File: src/rtl/qdi_1of2_sync_receiver.sv
// Clocked consumer of a 1-of-2 dual-rail QDI channel: 4-phase handshake, rail synchroniser,
// valid/ready token output, saturating per-rail counters and sticky error flags.
// Optional handshake-phase watchdog enabled by defining QDI_RX_TIMEOUT_EN.
module qdi_1of2_sync_receiver #(
  parameter int SYNC_STAGES = 2,
  parameter int CNT_W       = 16,
  parameter int MAX_RUN     = 8,
  parameter int TIMEOUT_CYC = 1024
) (
  input  logic             CLK,
  input  logic             RESET,
  input  logic [1:0]       Rx,
  output logic             Rxe,
  output logic             dout,
  output logic             dout_valid,
  input  logic             dout_ready,
  output logic [CNT_W-1:0] cnt0,
  output logic [CNT_W-1:0] cnt1,
  output logic             illegal,
  output logic             run_err,
  output logic             timeout
);

  if (SYNC_STAGES < 2 || CNT_W < 1 || MAX_RUN < 1 || TIMEOUT_CYC < 1) begin : gBadParams
    $error("qdi_1of2_sync_receiver: parameter out of range");
  end

  localparam int RUN_W = $clog2(MAX_RUN + 2);
  localparam logic [RUN_W-1:0] RUN_MAX = RUN_W'(MAX_RUN + 1);
  localparam logic [CNT_W-1:0] CNT_MAX = '1;

  typedef enum logic [1:0] {RST, WAIT_DATA, WAIT_NTRL} state_t;

  state_t           stateQ, stateD;
  logic [1:0]       syncReg [SYNC_STAGES];
  logic [1:0]       rs;
  logic             capture, illegalSeen, slotFree;
  logic [RUN_W-1:0] runLen, runNext;

  // NOTE: the synchroniser is a handful of flops, not a RAM, so clearing it on reset is free
  // and guarantees the FSM sees neutral until real data has crossed.
  always_ff @(posedge CLK or negedge RESET) begin
    if (!RESET) begin
      for (int i = 0; i < SYNC_STAGES; i++) syncReg[i] <= 2'b00;
    end else begin
      syncReg[0] <= Rx;
      for (int i = 1; i < SYNC_STAGES; i++) syncReg[i] <= syncReg[i-1];
    end
  end

  assign rs       = syncReg[SYNC_STAGES-1];
  assign slotFree = !dout_valid || dout_ready;

  // NOTE: every output of this block gets a default first so no path can infer a latch.
  always_comb begin
    stateD      = stateQ;
    capture     = 1'b0;
    illegalSeen = 1'b0;
    unique case (stateQ)
      RST: stateD = WAIT_DATA;
      WAIT_DATA: begin
        if (rs == 2'b01 || rs == 2'b10) begin
          if (slotFree) begin
            capture = 1'b1;
            stateD  = WAIT_NTRL;
          end
        end else if (rs == 2'b11) begin
          illegalSeen = 1'b1;
        end
      end
      WAIT_NTRL: begin
        if (rs == 2'b00)      stateD      = WAIT_DATA;
        else if (rs == 2'b11) illegalSeen = 1'b1;
      end
      default: stateD = RST;
    endcase
  end

  // Run length restarts on the very first token (runLen==0) and on every value change.
  always_comb begin
    runNext = runLen;
    if (runLen == '0 || rs[1] != dout) runNext = RUN_W'(1);
    else if (runLen != RUN_MAX)        runNext = runLen + 1'b1;
  end

  // NOTE: sequential state uses non-blocking assignments so all flops update from pre-edge values.
  always_ff @(posedge CLK or negedge RESET) begin
    if (!RESET) begin
      stateQ     <= RST;
      Rxe        <= 1'b0;
      dout       <= 1'b0;
      dout_valid <= 1'b0;
      cnt0       <= '0;
      cnt1       <= '0;
      illegal    <= 1'b0;
      run_err    <= 1'b0;
      runLen     <= '0;
    end else begin
      stateQ <= stateD;
      Rxe    <= (stateD == WAIT_DATA);
      if (illegalSeen) illegal <= 1'b1;
      if (capture) begin
        dout       <= rs[1];
        dout_valid <= 1'b1;
        runLen     <= runNext;
        if (runNext == RUN_MAX) run_err <= 1'b1;
        if (rs[1]) begin
          if (cnt1 != CNT_MAX) cnt1 <= cnt1 + 1'b1;
        end else begin
          if (cnt0 != CNT_MAX) cnt0 <= cnt0 + 1'b1;
        end
      end else if (dout_ready) begin
        dout_valid <= 1'b0;
      end
    end
  end

`ifdef QDI_RX_TIMEOUT_EN
  localparam int TO_W = $clog2(TIMEOUT_CYC + 1);
  localparam logic [TO_W-1:0] TO_LAST = TO_W'(TIMEOUT_CYC - 1);

  logic [TO_W-1:0] toCnt;
  logic            toCounting, stateChange;

  // A WAIT_DATA phase only counts as stalled while the sender is actually presenting something.
  assign toCounting  = (stateQ == WAIT_NTRL) || (stateQ == WAIT_DATA && rs != 2'b00);
  assign stateChange = (stateD != stateQ);

  always_ff @(posedge CLK or negedge RESET) begin
    if (!RESET) begin
      toCnt   <= '0;
      timeout <= 1'b0;
    end else if (stateChange) begin
      toCnt <= '0;
    end else if (toCounting && toCnt != TO_W'(TIMEOUT_CYC)) begin
      toCnt <= toCnt + 1'b1;
      if (toCnt == TO_LAST) timeout <= 1'b1;
    end
  end
`else
  assign timeout = 1'b0;
`endif

endmodule

File: config.mk
export PLATFORM = sky130hd
export DESIGN_NAME = qdi_1of2_sync_receiver
export DESIGN_NICKNAME = d
export VERILOG_FILES = /design/src/rtl/qdi_1of2_sync_receiver.sv
export SDC_FILE = /design/constraint.sdc
export NUM_CORES = 1
export LEC_CHECK = 0
export ABC_AREA = 1
export CORE_UTILIZATION = 36
export DETAILED_ROUTE_END_ITERATION = 16
export SLEW_MARGIN = 5
export SYNTH_ARGS = -nofsm -noshare
export SYNTH_HDL_FRONTEND = slang
export SYNTH_SLANG_ARGS = --single-unit
File: constraint.sdc
create_clock -name CLK -period 1.85 [get_ports CLK]
set_clock_uncertainty 0.2 [all_clocks]
set_input_delay 0.2775 -clock CLK [delete_from_list [all_inputs] [get_ports CLK]]
set_output_delay 0.2775 -clock CLK [all_outputs]
set_load 0.005 [all_outputs]
## Yosys cells after proc, flatten, opt, wreduce, memory -nomap -nowiden

Cells that the tools add are included.

| storage, ports and cells | value |
|---|---|
| output and inout port bits | 38 |
| input port bits | 5 |
| word-level logic and storage cells | 52 |
| register bits after elaboration | 47 |

| operators by class | value |
|---|---|
| bitwise gates (word level) | 1 |
| add/subtract/negate cells | 3 |
| reduce and logical (&&, ||, !) cells | 11 |
| multiplexer cells | 15 |
| equality and inequality tests | 11 |

Operators with widths:

| cell | count |
|---|---|
| $add A16 B1 Y16 const B | 2 |
| $ne A16 B16 Y1 const B | 2 |
| $mux W1 | 8 |
| $mux W4 | 2 |
| $eq A2 B1 Y1 const B | 3 |
| $eq A2 B2 Y1 const B | 3 |
| $mux W2 | 3 |
| $pmux W2 S3 | 1 |
| $reduce_and A3 Y1 | 2 |
| $add A4 B1 Y4 const B | 1 |
| $eq A4 B4 Y1 const B | 1 |
| $logic_not A2 Y1 | 2 |
| $logic_not A4 Y1 | 1 |
| $ne A4 B4 Y1 const B | 1 |
| $logic_or A1 B1 Y1 | 3 |
| $pmux W1 S2 | 1 |
| $reduce_and A2 Y1 | 1 |
| $reduce_bool A2 Y1 | 1 |
| $logic_not A1 Y1 | 1 |
| $ne A1 B1 Y1 | 1 |
| $not A1 Y1 | 1 |

## Logic depth before layout (Yosys ltp)

| logic depth | value |
|---|---|
| depth in word-level cells | 6 |
| mapped depth | 11 |
| gate-level depth less buffers | 11 |

## Worst setup path before layout

Ideal clock, no wire load.

| timing | value |
|---|---|
| path type | register -> register |
| start point | register syncReg (netlist bit rs[1]) |
| end point | register cnt1[9] |
| period minus slack after synthesis | 1948 ps |
| arrival | 1684 ps |
| path buffers | 1 |
| path slack | -98 ps |
| stages on the path, launching flop included | 10 |
| setup time | 64 ps |
| required time | 1586 ps |
| path through | dfrtp_1 -> inv_2 -> ha_1 -> nand3_4 -> nor2_8 -> inv_1 -> a21oi_2 -> buf_6 -> nand2_2 -> nand2_2 |

| between the ends | value |
|---|---|
| longest elaborated chain between the ends | 5 |
| elaborated cells between the ends (all ways) | 6 |
| classes of those cells | 2 x eq/ne; 2 x mux; 2 x reduce/logical |

Ends and longest elaborated chain:

| what | line | text |
|---|---|---|
| start: declaration | 35 | `logic [1:0] syncReg [SYNC_STAGES];` |
| $eq A2 B1 Y1 / $eq A2 B2 Y1 (equally long branches) | 62 | `if (rs == 2'b01 \|\| rs == 2'b10) begin` |
| $logic_or A1 B1 Y1 | 62 |  |
| $mux W1 | 62 |  |
| $mux W1 | 59 | `unique case (stateQ)` |
| $reduce_and A3 Y1 (no line) (*) | - |  |
| end signal: assignment | 108 | `if (cnt1 != CNT_MAX) cnt1 <= cnt1 + 1'b1;` |
| end: declaration | 18 | `output logic [CNT_W-1:0] cnt1,` |

Mark *: on every way between the ends. The rest lies on a longest branch, timed or not.
A chain may end at the register's enable or synchronous reset.

## Worst setup path after layout

| timing | value |
|---|---|
| start point | register cnt0[8] |
| end point | output cnt0[8] |

RTL lines:

| what | line | text |
|---|---|---|
| start: declaration | 17 | `output logic [CNT_W-1:0] cnt0,` |
| start signal: assignment | 110 | `if (cnt0 != CNT_MAX) cnt0 <= cnt0 + 1'b1;` |

No word-level cell between the ends.

==> results_dict.tcl <==
set metrics [dict create \
    yosysMostFrequentCell "nand2_1" \
    maxCapViolCount 0 \
    synth_edf_count 0 \
    grt_max_degree 33 \
    path_buf_inv 2 \
    synth.cell_area_sq_um 2930 \
    status "finished clean" \
    path_clk_slew_ns 0.09 \
    die_area_sq_um 8510 \
    rsz0062_at_grt "yes" \
    fp.dieH_um 92.3 \
    port_buffers 41 \
    die_w_um 92.3 \
    path_cells "buf_4 -> clkdlybuf4s50_1" \
    first_global_vias 2495 \
    htree_levels 2 \
    endpoint_kind "output pin" \
    drive_gt1_share_pct 13.2 \
    p_leak_nw 1.69 \
    filler_cell_count 791 \
    dp_hpwl_um 4700 \
    synth_common_cells "162 x nand2_1, 47 x dfrtp_1, 40 x nor2_1" \
    core_area_sq_um 7810 \
    synth_warnings 0 \
    rows 32 \
    dr.pass1.iters 4 \
    worstPathArrival_ns 1.33 \
    root_buffer "clkbuf_8" \
    synth_top_area_share_pct 40.1 \
    io_pins 43 \
    cts_inserted_buffers 5 \
    avgViaCountPerCell 4.63 \
    synth_top_area_cell "dfrtp_1" \
    hold_path.class "reg -> reg" \
    min_period_over_period_pct 97.6 \
    syn_inst 398 \
    initialDrtViolationCount 76 \
    startpoint_type "flip-flop" \
    synth_ff_type "dfrtp_1" \
    ys_ff_latch 47 \
    antenna_found_initial 0 \
    clock_sinks 47 \
    vias 2607 \
    critPathKind "reg -> out" \
    critical_path.max_fanout 3 \
    synth-seq-area-share_pct 40.1 \
    powerDensity_nw_per_um2 915 \
    postRouteAntennaNets 0 \
    clock_latency_ns 0.30 \
    cp_slowest_cell "clkdlybuf4s50_1" \
    tritoncts "built" \
    fin_cells 563 \
    yosys-top-cells-area "dfrtp_1 40%, nand2_1 21%, ha_1 5.1%" \
    wl_um 6400 \
    syn_nets 415 \
    critPathMaxStageDelay_ns 0.49 \
    power.total_w 0.00342 \
    finalHoldViolCount 0 \
    vdd_drop_max_v 0.000552 \
    worst_hold_startpoint "syncReg[2]$_DFF_PN0_" \
    initial_utilization_pct 37.6 \
    cts.path.max_buffers 2 \
    area_delta_synth_final_pct 27.4 \
    report.final.slew_viol_count 0 \
    critPathRequiredTime_ns 1.37 \
    synth.lib_cells_used.distinct 30 \
    synthArstFlopShare_pct 100 \
    synth_area_per_cell_sq_um 7.37 \
    place_congestion 0.825 \
    remaining_drc_errors 0 \
    setup_viol_count_final 0 \
    antennaDiodeCount 0 \
    overflow 0 \
    min_period_ns 1.81 \
    cpLargestDelayFamily "buffers and inverters" \
    grtUsageTotal_pct 16.6 \
    critPathLaunch "cnt0[8]$_DFFE_PN0P_" \
    fmax_ghz 0.554 \
    reg2reg_from "stateQ[1]$_DFF_PN0_" \
    wl_per_cell_um 11.4 \
    fin_nets 477 \
    grt_pass1_wl_um 11400 \
    dp_cells 551 \
]
## path summary, 6_finish.rpt
path	to	slack [ns]	depth (start not counted)
worst min-delay path	rs[0]$_DFF_PN0_	0.16	0
worst max-delay path	cnt0[8]	0.04	2
worst max register to register	cnt1[11]$_DFFE_PN0P_	0.12	9
worst min register to register	rs[0]$_DFF_PN0_	0.16	0
max in group asynchronous	cnt1[10]$_DFFE_PN0P_	0.69	3
min in group asynchronous	run_err$_DFFE_PN0P_	0.23	2
## cells in the final DEF, fill, tap and decap left out, types with 2 or more instances in the layout
| cell type | Yosys | layout |
|---|---|---|
| a21oi_2 | 2 | 2 |
| buf_12 | 0 | 3 |
| buf_4 | 1 | 15 |
| clkbuf_8 | 0 | 5 |
| clkdlybuf4s50_1 | 0 | 40 |
| clkinvlp_4 | 0 | 2 |
| dfrtp_1 | 47 | 44 |
| dfrtp_2 | 0 | 3 |
| ha_1 | 12 | 9 |
| ha_4 | 0 | 2 |
| inv_1 | 37 | 37 |
| inv_2 | 7 | 6 |
| nand2_1 | 162 | 162 |
| nand2_2 | 3 | 3 |
| nand2_8 | 0 | 2 |
| nand3_1 | 20 | 20 |
| nand3_2 | 4 | 4 |
| nand4_1 | 12 | 12 |
| nor2_1 | 40 | 40 |
| nor2_2 | 2 | 2 |
| nor2_4 | 2 | 2 |
| nor2_8 | 2 | 2 |
| nor3_1 | 2 | 2 |
| o21ai_0 | 15 | 14 |
| xnor2_1 | 11 | 11 |
| xor2_1 | 2 | 2 |
## per-stage QoR
| step | utilization, % | instance area [sq um] | setup TNS, ns | setup slack, ns | hold slack, ns |
|---|---|---|---|---|---|
| 4_1_cts | 47.1 | 3680 | 0 | 0.0185 | 0.159 |
| 3_3_place_gp | 45.8 | 3580 | -0.859 | -0.0529 | 0.0265 |
| 2_1_floorplan | - | 2950 | 0 | 0.0252 | -0.218 |
| 3_5_place_dp | 45.8 | 3580 | -1.33 | -0.0717 | 0.0306 |
| 5_1_grt | 47.9 | 3740 | -0.212 | -0.0353 | 0.166 |
| 6_report | 47.9 | 3740 | 0 | 0.0441 | 0.157 |
## repair_timing
| action | in CTS | in global routing |
|---|---|---|
| buffers inserted | 0 | 3 |
| resized for setup | 0 | 9 |
| setup endpoints to repair | 0 | 34 |
| endpoints found under the hold margin | 15 | 0 |
| hold buffers | 1 | 0 |
## registers in the layout (all words and copies together), names as in the netlist
register,count
dout,1
runLen,4
syncReg,2
stateQ,2
cnt1,16
cnt0,16
rs,2
run_err,1
Rxe,1
illegal,1
dout_valid,1
## kinds of logic after synthesis
kind of cell,count (synthesis),synth area share [%]
and+or+nand+nor,255,39.2
buffers and inverters,49,7.42
DFF,47,40.1
AOI/OAI and AO/OA,21,4.14
xor gates and xnor gates,13,3.88
adders and majority gates,12,5.12
other,1,0.128
## where the power goes
part	switching (W)	total, W	internal [W]
Combinational	0.000679	0.00135	0.000676
Clock	0.000369	0.000633	0.000264
Sequential	0.000219	0.00143	0.00121
Total	0.00127	0.00342	0.00215
## per-layer routing
metal	vias to the layer above	global-route usage (%)	wire length [um]
met4	0	4.17	59
met5	-	0	0
li1	1364	-	-
met2	34	27.0	3030
met3	6	3.23	207
met1	1203	22.6	3100
## worst reg2reg max path, cell delays in order (launching register included)
cell	delay, ns
dfrtp_1	0.42
inv_1	0.14
ha_4	0.17
nand3_4	0.15
nor2_8	0.16
inv_1	0.06
a21oi_2	0.12
buf_4	0.16
nand2_1	0.06
nand2_1	0.05
## layout make-up
| type | count | area (sq um) | share of cell area (%) |
|---|---|---|---|
| flip-flops and latches | 47 | 1180 | 31.6 |
| well taps | 102 | 128 | 3.42 |
| clock inverters | 3 | 20.0 | 0.536 |
| clock buffers | 5 | 68.8 | 1.84 |
| multi-input cells | 302 | 1580 | 42.4 |
| inverters | 44 | 168 | 4.49 |
| repair buffers | 60 | 588 | 15.7 |
Note: power is estimated with default switching activity, not from simulation.
==> edit, RTL diff (same settings) <==
The 3 states of `state_t` get a one-hot encoding in 3 bits.
--- a/src/rtl/qdi_1of2_sync_receiver.sv
+++ b/src/rtl/qdi_1of2_sync_receiver.sv
@@ -30,5 +30,5 @@
   localparam logic [CNT_W-1:0] CNT_MAX = '1;
 
-  typedef enum logic [1:0] {RST, WAIT_DATA, WAIT_NTRL} state_t;
+  typedef enum logic [2:0] {RST = 3'b001, WAIT_DATA = 3'b010, WAIT_NTRL = 3'b100} state_t;
 
   state_t           stateQ, stateD;
Check against the original RTL: same outputs for any inputs over 10 cycles, from zero or initial values and one cycle with RESET low; not proved beyond that.
==> edit against the original RTL <==
Worst hold slack improved by 0.00063 ns; critical path depth shrank 1; global-route usage is 0.16 points higher; total power is 25% higher; setup slack improved by 0.0045 ns; largest power group is now combinational logic; sequential cell count increased by 1; sequential share of layout area rose by 1.1 points; wire length is 0.53% higher; synthesized area is 0.60% lower; final area shrank 0.67%.
==> edit: results (changes against the original RTL) <==
Post-synth top cells=nand2_1 (146), dfrtp_1 (47), inv_1 (36); Starting DRT DRC Count=94 (+24%); dpl hpwl=4750 um (+1.2%); R2R Path End=cnt0[11]$_DFFE_PN0P_; first-pass GRT wire length=11390 um (-0.18%); status=finished clean; Synth area leaders=dfrtp_1 (40%), nand2_1 (19%), inv_1 (4.6%); H-tree levels=2 (unchanged); Syn Inst Count=385 (-3.3%); DR pass1 iterations=4 (unchanged); Slowest cell on crit path=clkdlybuf4s50_1; top_reg_cell synth=dfrtp_1; Vias=2583 (-0.92%); CP Launch Point=cnt1[12]$_DFFE_PN0P_; slowest cell delay on critical path=0.54 ns (+0.05 ns); dpl cell area=3556 um2 (-0.59%); Post-Syn Nets=397 (-4.3%); leakage power=1.719 nW (+2.0%); GRT Util Overall=16.76% (+0.16 points); kind of critical path=flip-flop to output pin; GPL Wtd Cong=0.8289 (+0.51%); sequential element share of the synthesized area=41.24% (+1.1 points); reg-to-reg startpoint=rs[1]$_DFF_PN0_; vias in the first global route=2445 (-2.0%); Root Buffer=clkbuf_8; placed insts=540 (-2.0%); CP endpoint=cnt1[12]; Unique masters post-synth=30 (unchanged); Final Routed Wirelength=6429 um (+0.53%); NumNets Final=459 (-3.8%); CP max FO=6 (+3); Max rail drop VDD=0.0005866 V (+6.3%); layout cells sized above 1=17.86% (+4.6 points); fin cells=550 (-2.3%); largest net degree at the start of global routing=37 (+12%); family with the most delay on the worst path=buffers and inverters
## edit: cell count changes after synthesis, sizes merged, moves of 2 or more
cell	before	now
xnor2	11	4
xor2	2	9
ha	12	7
inv	44	40
o21ai	15	19
nand2	167	164
nand3	25	23
nor2	46	44
nor3	4	2
o22ai	0	2
## edit: worst min path at each step
stage / to
after floorplan: Rxe$_DFF_PN0_
after global placement: cnt1[11]$_DFFE_PN0P_
after detailed placement: cnt1[11]$_DFFE_PN0P_
after CTS: rs[1]$_DFF_PN0_
after global routing: rs[1]$_DFF_PN0_
final: rs[0]$_DFF_PN0_
## edit: routing by layer
| metal | routed length [um] | vias to the layer above | track usage, % |
|---|---|---|---|
| met5 | 0 | - | 0 |
| met4 | 86 | 0 | 5.469 |
| met3 | 205 | 9 | 3.151 |
| met2 | 3083 | 41 | 27.49 |
| met1 | 3054 | 1210 | 22.20 |
| li1 | - | 1323 | - |
## edit: logic make-up (layout without fill, tap and decap cells)
| group | Yosys count | after routing | synth area share, % |
|---|---|---|---|
| xor+xnor | 13 | 13 | 3.906 |
| simple gates | 246 | 246 | 38.41 |
| flops | 48 | 48 | 41.24 |
| compound gates | 24 | 24 | 5.322 |
| other cells | 1 | 1 | 0.1286 |
| fa+ha+maj | 7 | 7 | 3.004 |
| buf+inv | 46 | 109 | 7.983 |
## edit: what timing repair did
item / CTS / global route
endpoints found under the hold margin: 34 / 0
resized for setup: 2 / 8
endpoints found under the setup margin: 2 / 20
buffers inserted: 0 / 1
hold buffers: 1 / 0
pin swaps: 0 / 3
## edit: worst register-to-register path: cells and delay by family, from the launching register on
kind | cells | cell delay [ns]
flops | 1 | 0.37
simple gates | 5 | 0.51
fa+ha+maj | 1 | 0.28
buf+inv | 2 | 0.21
compound gates | 1 | 0.08
## edit: area by class of cell
| type | instances | area [um2] |
|---|---|---|
| clock inverter | 2 | 38.79 |
| tap | 102 | 127.6 |
| sequential | 48 | 1211 |
| timing repair buffer | 61 | 610.6 |
| inverter | 40 | 152.6 |
| multi-input combinational | 291 | 1488 |
| clock buffer | 6 | 82.58 |
| fill | 770 | 4056 |
## edit: per-stage QoR
step	hold slack, ns	power, W	setup WS (ns)	TNS [ns]
6_report	0.1580	0.004263	0.04857	0
5_1_grt	0.1630	0.004617	-0.007114	-0.009643
4_1_cts	0.1597	0.004309	0.01308	0
3_5_place_dp	-0.0005662	0.003457	-0.1008	-2.108
3_3_place_gp	-0.003378	0.003417	-0.07674	-1.616
2_1_floorplan	-0.2181	0.002618	0.01241	0
## edit: power by group
group | total (W) | internal (W) | switching [W]
Combinational | 0.00176 | 0.000892 | 0.000871
Clock | 0.000818 | 0.000443 | 0.000375
Sequential | 0.00168 | 0.00135 | 0.000330
